[config.mk]
export PLATFORM = sky130hd
export DESIGN_NAME = collision_game_ctrl
export DESIGN_NICKNAME = d
export VERILOG_FILES = /design/src/rtl/game_pkg.sv /design/src/rtl/box_overlap.sv /design/src/rtl/collision_game_ctrl.sv
export SDC_FILE = /design/constraint.sdc
export NUM_CORES = 1
export LEC_CHECK = 0
export ABC_AREA = 1
export CAP_MARGIN = 10
export CELL_PAD_IN_SITES_DETAIL_PLACEMENT = 0
export CELL_PAD_IN_SITES_GLOBAL_PLACEMENT = 2
export CORE_MARGIN = 3
export CORE_UTILIZATION = 32
export CTS_BUF_LIST = sky130_fd_sc_hd__clkbuf_4 sky130_fd_sc_hd__clkbuf_8 sky130_fd_sc_hd__clkbuf_16
export CTS_CLUSTER_SIZE = 14
export DETAILED_ROUTE_END_ITERATION = 10
export GPL_ROUTABILITY_DRIVEN = 1
export PLACE_DENSITY = 0.88
export SYNTH_ARGS = -nofsm -noshare
export SYNTH_HDL_FRONTEND = slang
export SYNTH_HIERARCHICAL = 1
export SYNTH_SLANG_ARGS = --single-unit
[constraint.sdc]
create_clock -name clk_148Mhz -period 2.2 [get_ports clk_148Mhz]
set_input_delay 0.44 -clock clk_148Mhz [delete_from_list [all_inputs] [get_ports clk_148Mhz]]
set_output_delay 0.44 -clock clk_148Mhz [all_outputs]
set_load 0.1 [all_outputs]
[src/rtl/game_pkg.sv]
// Shared game definitions: FSM state encoding, screen size and default
// obstacle/player geometry (also used by the renderer to draw obstacles).
package game_pkg;

  typedef enum logic [1:0] {
    ST_IDLE   = 2'd0,
    ST_PLAY   = 2'd1,
    ST_INVULN = 2'd2,
    ST_OVER   = 2'd3
  } game_state_t;

  localparam int SCREEN_W = 1920;
  localparam int SCREEN_H = 1080;

  localparam int COORD_W = 13;

  localparam int PLAYER_SIZE_DEF  = 40;
  localparam int OBS_W_DEF        = 60;
  localparam int OBS_H_DEF        = 30;
  localparam int OBS1_Y_DEF       = 300;
  localparam int OBS2_Y_DEF       = 600;
  localparam int OBS3_Y_DEF       = 900;
  localparam int LIVES_INIT_DEF   = 3;
  localparam int INVULN_TICKS_DEF = 8;

endpackage

[src/rtl/box_overlap.sv]
// Combinational axis-aligned box overlap test on 13-bit signed coordinates.
// Strict compares, so boxes that only share an edge do not overlap.
module box_overlap
  import game_pkg::*;
#(
  parameter int A_W = PLAYER_SIZE_DEF,
  parameter int A_H = PLAYER_SIZE_DEF,
  parameter int B_W = OBS_W_DEF,
  parameter int B_H = OBS_H_DEF
) (
  input  logic signed [COORD_W-1:0] ax,
  input  logic signed [COORD_W-1:0] ay,
  input  logic signed [COORD_W-1:0] bx,
  input  logic signed [COORD_W-1:0] by,
  output logic                      hit
);

  localparam logic signed [COORD_W-1:0] AW = COORD_W'(A_W);
  localparam logic signed [COORD_W-1:0] AH = COORD_W'(A_H);
  localparam logic signed [COORD_W-1:0] BW = COORD_W'(B_W);
  localparam logic signed [COORD_W-1:0] BH = COORD_W'(B_H);

  logic signed [COORD_W-1:0] a_right, a_bottom, b_right, b_bottom;

  assign a_right  = ax + AW;
  assign a_bottom = ay + AH;
  assign b_right  = bx + BW;
  assign b_bottom = by + BH;

  assign hit = (ax < b_right) && (bx < a_right) &&
               (ay < b_bottom) && (by < a_bottom);

endmodule

[src/rtl/collision_game_ctrl.sv]
// Game logic: registered player/obstacle collision detect feeding a
// lives/score FSM that drives renderer status flags and the mover freeze.
module collision_game_ctrl
  import game_pkg::*;
#(
  parameter int PLAYER_SIZE  = PLAYER_SIZE_DEF,
  parameter int OBS_W        = OBS_W_DEF,
  parameter int OBS_H        = OBS_H_DEF,
  parameter int OBS1_Y       = OBS1_Y_DEF,
  parameter int OBS2_Y       = OBS2_Y_DEF,
  parameter int OBS3_Y       = OBS3_Y_DEF,
  parameter int LIVES_INIT   = LIVES_INIT_DEF,
  parameter int INVULN_TICKS = INVULN_TICKS_DEF
) (
  input  logic        clk_148Mhz,
  input  logic        reset,
  input  logic [11:0] x_pos,
  input  logic [11:0] y_pos,
  input  logic [10:0] x_obs1,
  input  logic [10:0] x_obs2,
  input  logic [10:0] x_obs3,
  input  logic        tick,
  input  logic        start,
  output logic        freeze,
  output logic        game_active,
  output logic        game_over,
  output logic        hit_flash,
  output logic [1:0]  lives,
  output logic [15:0] score
);

  localparam int CNT_W = (INVULN_TICKS > 1) ? $clog2(INVULN_TICKS) : 1;
  localparam logic [CNT_W-1:0] CNT_LAST   = CNT_W'(INVULN_TICKS - 1);
  localparam logic [1:0]       LIVES_FULL = 2'(LIVES_INIT);

  function automatic logic [15:0] sat_inc16(input logic [15:0] v);
    return (v == 16'hFFFF) ? v : v + 16'd1;
  endfunction

  logic signed [COORD_W-1:0] px_p0, py_p0;
  logic signed [COORD_W-1:0] ox1_p0, ox2_p0, ox3_p0;
  logic                      hit1_p0, hit2_p0, hit3_p0;
  logic                      coll_p1;

  assign px_p0  = $signed({x_pos[11], x_pos});
  assign py_p0  = $signed({y_pos[11], y_pos});
  assign ox1_p0 = $signed({2'b00, x_obs1});
  assign ox2_p0 = $signed({2'b00, x_obs2});
  assign ox3_p0 = $signed({2'b00, x_obs3});

  box_overlap #(.A_W(PLAYER_SIZE), .A_H(PLAYER_SIZE), .B_W(OBS_W), .B_H(OBS_H)) u_ov1 (
    .ax(px_p0), .ay(py_p0), .bx(ox1_p0), .by(COORD_W'(OBS1_Y)), .hit(hit1_p0)
  );
  box_overlap #(.A_W(PLAYER_SIZE), .A_H(PLAYER_SIZE), .B_W(OBS_W), .B_H(OBS_H)) u_ov2 (
    .ax(px_p0), .ay(py_p0), .bx(ox2_p0), .by(COORD_W'(OBS2_Y)), .hit(hit2_p0)
  );
  box_overlap #(.A_W(PLAYER_SIZE), .A_H(PLAYER_SIZE), .B_W(OBS_W), .B_H(OBS_H)) u_ov3 (
    .ax(px_p0), .ay(py_p0), .bx(ox3_p0), .by(COORD_W'(OBS3_Y)), .hit(hit3_p0)
  );

  // p0 -> p1: register the combined overlap
  always_ff @(posedge clk_148Mhz or negedge reset) begin
    if (!reset) coll_p1 <= 1'b0;
    else        coll_p1 <= hit1_p0 | hit2_p0 | hit3_p0;
  end

  game_state_t      state_q, state_d;
  logic [1:0]       lives_q, lives_d;
  logic [15:0]      score_q, score_d;
  logic [CNT_W-1:0] cnt_q, cnt_d;
  logic             flash_q, flash_d;
  logic             freeze_q, active_q, over_q;

  always_comb begin
    state_d = state_q;
    lives_d = lives_q;
    score_d = score_q;
    cnt_d   = cnt_q;
    flash_d = flash_q;
    unique case (state_q)
      ST_IDLE, ST_OVER: begin
        if (start) begin
          state_d = ST_PLAY;
          lives_d = LIVES_FULL;
          score_d = 16'd0;
          flash_d = 1'b0;
        end
      end
      ST_PLAY: begin
        if (tick) score_d = sat_inc16(score_q);
        // A hit wins over start; start has no effect while playing anyway
        if (coll_p1) begin
          if (lives_q > 2'd1) begin
            lives_d = lives_q - 2'd1;
            cnt_d   = '0;
            flash_d = 1'b0;
            state_d = ST_INVULN;
          end else begin
            lives_d = 2'd0;
            state_d = ST_OVER;
          end
        end
      end
      ST_INVULN: begin
        if (tick) begin
          score_d = sat_inc16(score_q);
          cnt_d   = cnt_q + CNT_W'(1);
          if (cnt_q == CNT_LAST) begin
            flash_d = 1'b0;
            state_d = ST_PLAY;
          end else begin
            flash_d = ~flash_q;
          end
        end
      end
      default: state_d = ST_IDLE;
    endcase
  end

  // p1 -> p2: state and registered status outputs
  always_ff @(posedge clk_148Mhz or negedge reset) begin
    if (!reset) begin
      state_q  <= ST_IDLE;
      lives_q  <= LIVES_FULL;
      score_q  <= 16'd0;
      cnt_q    <= '0;
      flash_q  <= 1'b0;
      freeze_q <= 1'b1;
      active_q <= 1'b0;
      over_q   <= 1'b0;
    end else begin
      state_q  <= state_d;
      lives_q  <= lives_d;
      score_q  <= score_d;
      cnt_q    <= cnt_d;
      flash_q  <= flash_d;
      freeze_q <= (state_d == ST_IDLE) || (state_d == ST_OVER);
      active_q <= (state_d == ST_PLAY) || (state_d == ST_INVULN);
      over_q   <= (state_d == ST_OVER);
    end
  end

  assign freeze      = freeze_q;
  assign game_active = active_q;
  assign game_over   = over_q;
  assign hit_flash   = flash_q;
  assign lives       = lives_q;
  assign score       = score_q;

endmodule

# After elaboration in Yosys (flattened, before gate mapping)
# Index checks and enable logic that the tools add are counted.
dict set report classes {
  n_addsub 8
  n_eq_ne 14
  n_mux 24
  n_reduce_logical 21
  n_lt_le_gt_ge 13
  bitwise 3
}
# cell count
set op_table {}
lappend op_table {{$lt 12x13->1} 6}
lappend op_table {{$mux 16} 3}
lappend op_table {{$add 11x6->12 const B} 3}
lappend op_table {{$pmux 16 s2} 1}
lappend op_table {{$add 12x7->13 const B} 2}
lappend op_table {{$lt 11x13->1 const A} 2}
lappend op_table {{$lt 12x11->1 const B} 2}
lappend op_table {{$add 16x1->16 const B} 1}
lappend op_table {{$eq 16x16->1 const B} 1}
lappend op_table {{$mux 2} 7}
lappend op_table {{$lt 10x13->1 const A} 1}
lappend op_table {{$lt 12x10->1 const B} 1}
lappend op_table {{$ne 2x2->1 const B} 5}
lappend op_table {{$logic_and 1x1->1} 9}
lappend op_table {{$mux 3} 3}
lappend op_table {{$eq 2x2->1 const B} 4}
lappend op_table {{$reduce_and 4->1} 2}
lappend op_table {{$mux 1} 6}
lappend op_table {{$pmux 2 s3} 1}
lappend op_table {{$pmux 3 s2} 1}
lappend op_table {{$reduce_and 3->1} 2}
lappend op_table {{$eq 2x1->1 const B} 2}
lappend op_table {{$logic_not 2->1} 2}
lappend op_table {{$pmux 2 s2} 1}
lappend op_table {{other kinds (11)} 15}
dict set report word_totals {
  elab_cells 92
  ff_bits 28
}

# Longest topological paths before layout
dict set report depth {
  depth_word 7
  ltp_mapped 19
  mapped_depth_nobuf 19
}

# Modules after synthesis
# The synthesis kept the hierarchy.
# module area_each_um2 cells_per_inst instances
set modules_own_cells {}
lappend modules_own_cells {box_overlap 1958.1 320 3}
lappend modules_own_cells {collision_game_ctrl 1657.8 210 1}

# Worst setup path before layout
# OpenSTA, ideal clock, no wires.
dict set report synth_timing {
  path_kind {input to register}
  from {input x_obs2[2]}
  to {register coll_p1}
  n_path_buf 0
  t_arrival_ns 2.423
  cell_stages 19
  required_ns 2.069
  slack_ns -0.355
  cell_sequence {inv_1 -> ha_1 -> nand2_1 -> nand2_1 -> nor3_1 -> nand2_1 -> xor2_1 -> ha_1 -> nand2_1 -> nor2_2 -> nand2_1 -> nor2_1 -> nor2_1 -> nand2_1 -> nand2_1 -> nand2_1 -> nand2_1 -> nor2_2 -> or3_1}
}
dict set report synth_via {
  elab_chain_cells 7
  word_cells_on_any_way 8
  cone_classes {add/sub: 1; order compare: 2; bitwise: 2; reduce/logical: 3}
}
# item line_no
set synth_rtl {}
lappend synth_rtl {{start, declared} collision_game_ctrl.sv:20} ;# input logic [10:0] x_obs2,
lappend synth_rtl {{$add 11x6->12} box_overlap.sv:27} ;# assign b_right = bx + BW;
lappend synth_rtl {{$lt 12x13->1} box_overlap.sv:30} ;# assign hit = (ax < b_right) && (bx < a_right) &&
lappend synth_rtl {{$logic_and 1x1->1 (*) (2 in a row)} box_overlap.sv:30}
lappend synth_rtl {{$logic_and 1x1->1 (*)} box_overlap.sv:31} ;# (ay < b_bottom) && (by < a_bottom);
lappend synth_rtl {{via hit2_p0} collision_game_ctrl.sv:42} ;# logic hit1_p0, hit2_p0, hit3_p0;
lappend synth_rtl {{$or 1x1->1 (*) (2 in a row)} collision_game_ctrl.sv:64} ;# else coll_p1 <= hit1_p0 | hit2_p0 | hit3_p0;
lappend synth_rtl {{end signal, assigned} collision_game_ctrl.sv:64}
lappend synth_rtl {{end, declared} collision_game_ctrl.sv:43} ;# logic coll_p1;
# Mark *: on every way through the listed nets, which the timed path passes. The rest lies on a longest branch.
# A chain may end at the register's enable or synchronous reset.

# Worst setup path in the final report
dict set report layout_timing {
  from {input x_pos[5]}
  to {register coll_p1}
}
dict set report layout_via {
  elab_chain_cells 7
  word_cells_on_any_way 18
  cone_classes {add/sub: 1; order compare: 6; bitwise: 2; reduce/logical: 9}
}
# item line_no
set layout_rtl {}
lappend layout_rtl {{start, declared} collision_game_ctrl.sv:17} ;# input logic [11:0] x_pos,
lappend layout_rtl {{$add 12x7->13} box_overlap.sv:25} ;# assign a_right = ax + AW;
lappend layout_rtl {{$lt 12x13->1} box_overlap.sv:30}
lappend layout_rtl {{$logic_and 1x1->1 (*) (2 in a row)} box_overlap.sv:30}
lappend layout_rtl {{$logic_and 1x1->1 (*)} box_overlap.sv:31}
lappend layout_rtl {{via hit2_p0} collision_game_ctrl.sv:42}
lappend layout_rtl {{$or 1x1->1 (*) (2 in a row)} collision_game_ctrl.sv:64}
# Marked as above.

==> load_flow_metrics.sql <==
INSERT INTO impl_metrics (metric_group, metric, value, unit) VALUES
('global_route', 'antenna_found_initial', '0', ''),
('timing', 'setup_ws', '-398', 'ps'),
('setup_path', 'worst_setup_slack_for_register_to_register_paths', '420', 'ps'),
('timing', 'fin_crit_sh', '118', '%'),
('timing', 'timing.final.setup_violations', '1', ''),
('placement', 'placed_cells_incl_taps', '1864', ''),
('die', 'initial_utilization', '32.9', '%'),
('global_route', 'grt_max_degree', '29', ''),
('setup_path', 'worst-endpoint-required', '2340', 'ps'),
('setup_path', 'critical_path.max_stage_delay', '360', 'ps'),
('synth', 'synth_cells', '1170', ''),
('synth', 'synth_sequential_area_ratio', '9.35', '%'),
('routing', 'initialDrtViolationCount', '274', ''),
('routing', 'drt.antenna.violating_nets', '0', ''),
('placement', 'io_buffer_count', '82', ''),
('routing', 'drt-wirelength-per-cell', '10.1', 'µm'),
('synth', 'async_reset_ff_share', '100', '%'),
('placement', 'dp_hpwl', '16.2', 'mm'),
('routing', 'drc', '0', ''),
('die', 'core', '0.0229', 'mm²'),
('power', 'pwr_per_cell_area', '415', 'mW/mm²'),
('die', 'die_y', '159', 'µm'),
('power', 'post-layout-total-power', '0.00453', 'W'),
('global_route', 'grt_pass1_wl', '32.7', 'mm'),
('timing', 'clk_skew', '9.19', 'ps'),
('global_route', 'grt_util_all_layers', '14.8', '%'),
('synth', 'ys.flop_type', 'sky130_fd_sc_hd__dfrtp_1', ''),
('timing', 'finalHoldViolations', '0', ''),
('synth', 'syn_area_per_cell', '6.44', 'µm²'),
('setup_path', 'crit_path_cell_trace', 'buf_6, buf_6, a21o_1, nand3_4, nor3b_2, nand3_1, xor2_1, ha_1, nand2_2, nor2_4, nand2_2, nand3_2, nor2_4, nand3_2, nand2_2, inv_2, nand2_2, nor2_2, or3_1', ''),
('die', 'die_w', '159', 'µm'),
('final_layout', 'finish.instance_area', '0.0109', 'mm²'),
('setup_path', 'worst_path_most_repeated_cell', 'sky130_fd_sc_hd__nand2_2', ''),
('clocking', 'tritoncts', 'done', ''),
('clocking', 'number_of_h_tree_levels', '1', ''),
('clocking', 'clk-insertion-delay-late', '270', 'ps'),
('run_status', 'run_status', 'finished with violations', ''),
('setup_path', 'startpoint_class_of_the_critical_path', 'input pin', ''),
('synth', 'synth_warn', '6', ''),
('setup_path', 'critPathKind', 'in2reg', ''),
('routing', 'vias', '7776', ''),
('clocking', 'clkSlewWorstSetupHoldPaths', '70', 'ps'),
('die', 'rows', '55', ''),
('synth', 'synth-edff-count', '0', ''),
('hold_path', 'worstHoldPathType', 'reg2reg', ''),
('clocking', 'clkSinkCount', '28', ''),
('final_layout', 'finish.cell_count_without_fillers', '1881', ''),
('final_layout', 'final_layout_size_suffix_gt1_share', '21.2', '%'),
('synth', 'postSynthRegisterBits', '28', ''),
('global_route', 'grt_pass1_vias', '7419', ''),
('synth', 'synth.top_cells.by_area', 'sky130_fd_sc_hd__ha_1 (27%), sky130_fd_sc_hd__nand2_1 (16%), sky130_fd_sc_hd__inv_1 (9.1%), sky130_fd_sc_hd__xor2_1 (8.6%), sky130_fd_sc_hd__dfrtp_1 (8.3%)', ''),
('clocking', 'post_cts_hold_buffer_count', '0', ''),
('placement', 'place_congestion', '0.806', ''),
('timing', 'finalSetupTns', '-398', 'ps'),
('setup_path', 'critical_path.max_fanout', '6', ''),
('timing', 'final_max_slew_viol_count', '0', ''),
('power', 'worst_ir_drop_vdd', '796', 'µV'),
('setup_path', 'slowest_stage', 'sky130_fd_sc_hd__or3_1', ''),
('synth', 'netlist_area', '0.00753', 'mm²'),
('synth', 'yosysUniqueCellTypes', '38', ''),
('setup_path', 'worstPathArrival', '2740', 'ps'),
('synth', 'synth_top_area_share', '26.9', '%'),
('clocking', 'cts-root-buf', 'sky130_fd_sc_hd__clkbuf_16', ''),
('timing', 'timing.fmax', '385', 'MHz'),
('flow_run', 'cap_violations', '0', ''),
('routing', 'firstDrtPassIters', '4', ''),
('run_status', 'failing_checks', 'negative setup slack', ''),
('power', 'cell_leakage_power', '6.12', 'nW'),
('setup_path', 'cp-end-kind', 'flop', ''),
('timing', 'finalWorstPathRequiredPeriod', '2600', 'ps'),
('placement', 'post_dp_cell_area', '0.0105', 'mm²');
==> what timing repair did <==
item                                   4_1_cts  5_1_grt
endpoints found under the hold margin        0        0
buffers inserted                             0       12
setup endpoints to repair                    1        1
pin swaps                                    9       72
cloned                                       0        1
gates resized for setup                     13      132
==> critical path, delay by kind of cell <==
| family | cells | cell delay (ps) |
|---|---|---|
| AND/OR/NAND/NOR | 13 | 1440 |
| adder cells (fa/ha/maj) | 1 | 320 |
| AO/OA/AOI/OAI | 1 | 170 |
| buffers and inverters | 3 | 210 |
| XOR/XNOR | 1 | 170 |
==> cell usage after synthesis, types with 2 or more instances <==
master	instances
sky130_fd_sc_hd__nor2_1	103
sky130_fd_sc_hd__inv_1	183
sky130_fd_sc_hd__and3_1	3
sky130_fd_sc_hd__or2_0	3
sky130_fd_sc_hd__dfrtp_1	25
sky130_fd_sc_hd__xor2_1	74
sky130_fd_sc_hd__nor3_1	15
sky130_fd_sc_hd__clkbuf_1	2
sky130_fd_sc_hd__o21a_1	2
sky130_fd_sc_hd__xnor2_1	34
sky130_fd_sc_hd__conb_1	2
sky130_fd_sc_hd__dfstp_2	3
sky130_fd_sc_hd__a21oi_1	47
sky130_fd_sc_hd__a31oi_1	4
sky130_fd_sc_hd__nand3_2	12
sky130_fd_sc_hd__o21ai_0	21
sky130_fd_sc_hd__o21ai_1	3
sky130_fd_sc_hd__nor2_2	19
sky130_fd_sc_hd__inv_2	3
sky130_fd_sc_hd__nand4_1	10
sky130_fd_sc_hd__ha_1	162
sky130_fd_sc_hd__nand3b_1	6
sky130_fd_sc_hd__nor3_2	3
sky130_fd_sc_hd__nand3_1	76
sky130_fd_sc_hd__a21o_1	6
sky130_fd_sc_hd__nor3b_2	3
sky130_fd_sc_hd__nand2_4	2
sky130_fd_sc_hd__nand2_2	16
sky130_fd_sc_hd__nand2_1	319
==> state kept, by name, indices dropped and copies added, names as in the netlist <==
register	count
cnt_q	3
freeze	1
hit_flash	1
lives	2
game_over	1
score	16
coll_p1	1
game_active	1
state_q	2
==> cell families after synthesis <==
family	Yosys count	share of synthesized area, %
flip-flops	28	9.35
buffers and inverters	190	9.62
AO/OA/AOI/OAI	87	6.45
XOR/XNOR	108	12.6
adder cells (fa/ha/maj)	162	26.9
AND/OR/NAND/NOR	593	35.0
other	2	0.0997
==> layout by cell type, fill, tap and decap left out, drive strengths merged <==
cell	count
nand3b	6
xnor2	34
buf	202
a21oi	47
clkdlybuf4s50	24
o21bai	1
dfstp	3
nand3	88
o21a	2
nor2	123
conb	144
nand4	10
nand2	337
o21ai	24
dfrtp	25
and3	3
o211ai	1
nor3	18
clkbuf	11
inv	186
dlymetal6s2s	23
xor2	74
a21o	6
a31oi	4
o22ai	2
ha	162
nor3b	3
or3	1
or2	4
==> per-layer routing <==
layer / up-vias / GRT usage (%) / wire length (µm)
met3: 6 / 0.754 / 347
met1: 3335 / 20.1 / 9750
met5: - / 0 / 0
li1: 4373 / - / -
met4: 0 / 1.07 / 48
met2: 62 / 26.9 / 8890
==> final cells by class <==
cell class	instances	area, µm²
clock buffer	4	88.8
multi-input combinational	1094	6880
tap	313	392
sequential	28	707
inverter	186	698
fill	2421	12000
timing repair buffer	256	2160
==> where the power goes <==
group	internal (W)	total, W	switching, W	leakage (nW)
sequential	0.000663	0.000763	0.0000996	0.365
clock	0.000279	0.000464	0.000185	0.0442
combinational	0.00123	0.00331	0.00207	5.71
total	0.00218	0.00453	0.00236	6.12
==> metrics by stage <==
step                      util, %  setup WS (ps)
final                        47.7           -398
after global routing         47.7           -540
after CTS                    46.1           -754
after detailed placement     45.7          -1130
after global placement       45.7          -1060
after floorplan                 -           -371
==> path summary, 6_finish.rpt <==
path,startpoint,end,depth (start not counted)
max in group asynchronous,reset,lives[0],2
min,lives[0],lives[0],2
min reg2reg,lives[0],lives[0],2
min in group asynchronous,reset,score[3],2
max,x_pos[5],coll_p1,19
max reg2reg,state_q[1],game_active,7
Note: power is estimated with default switching activity, not from simulation.
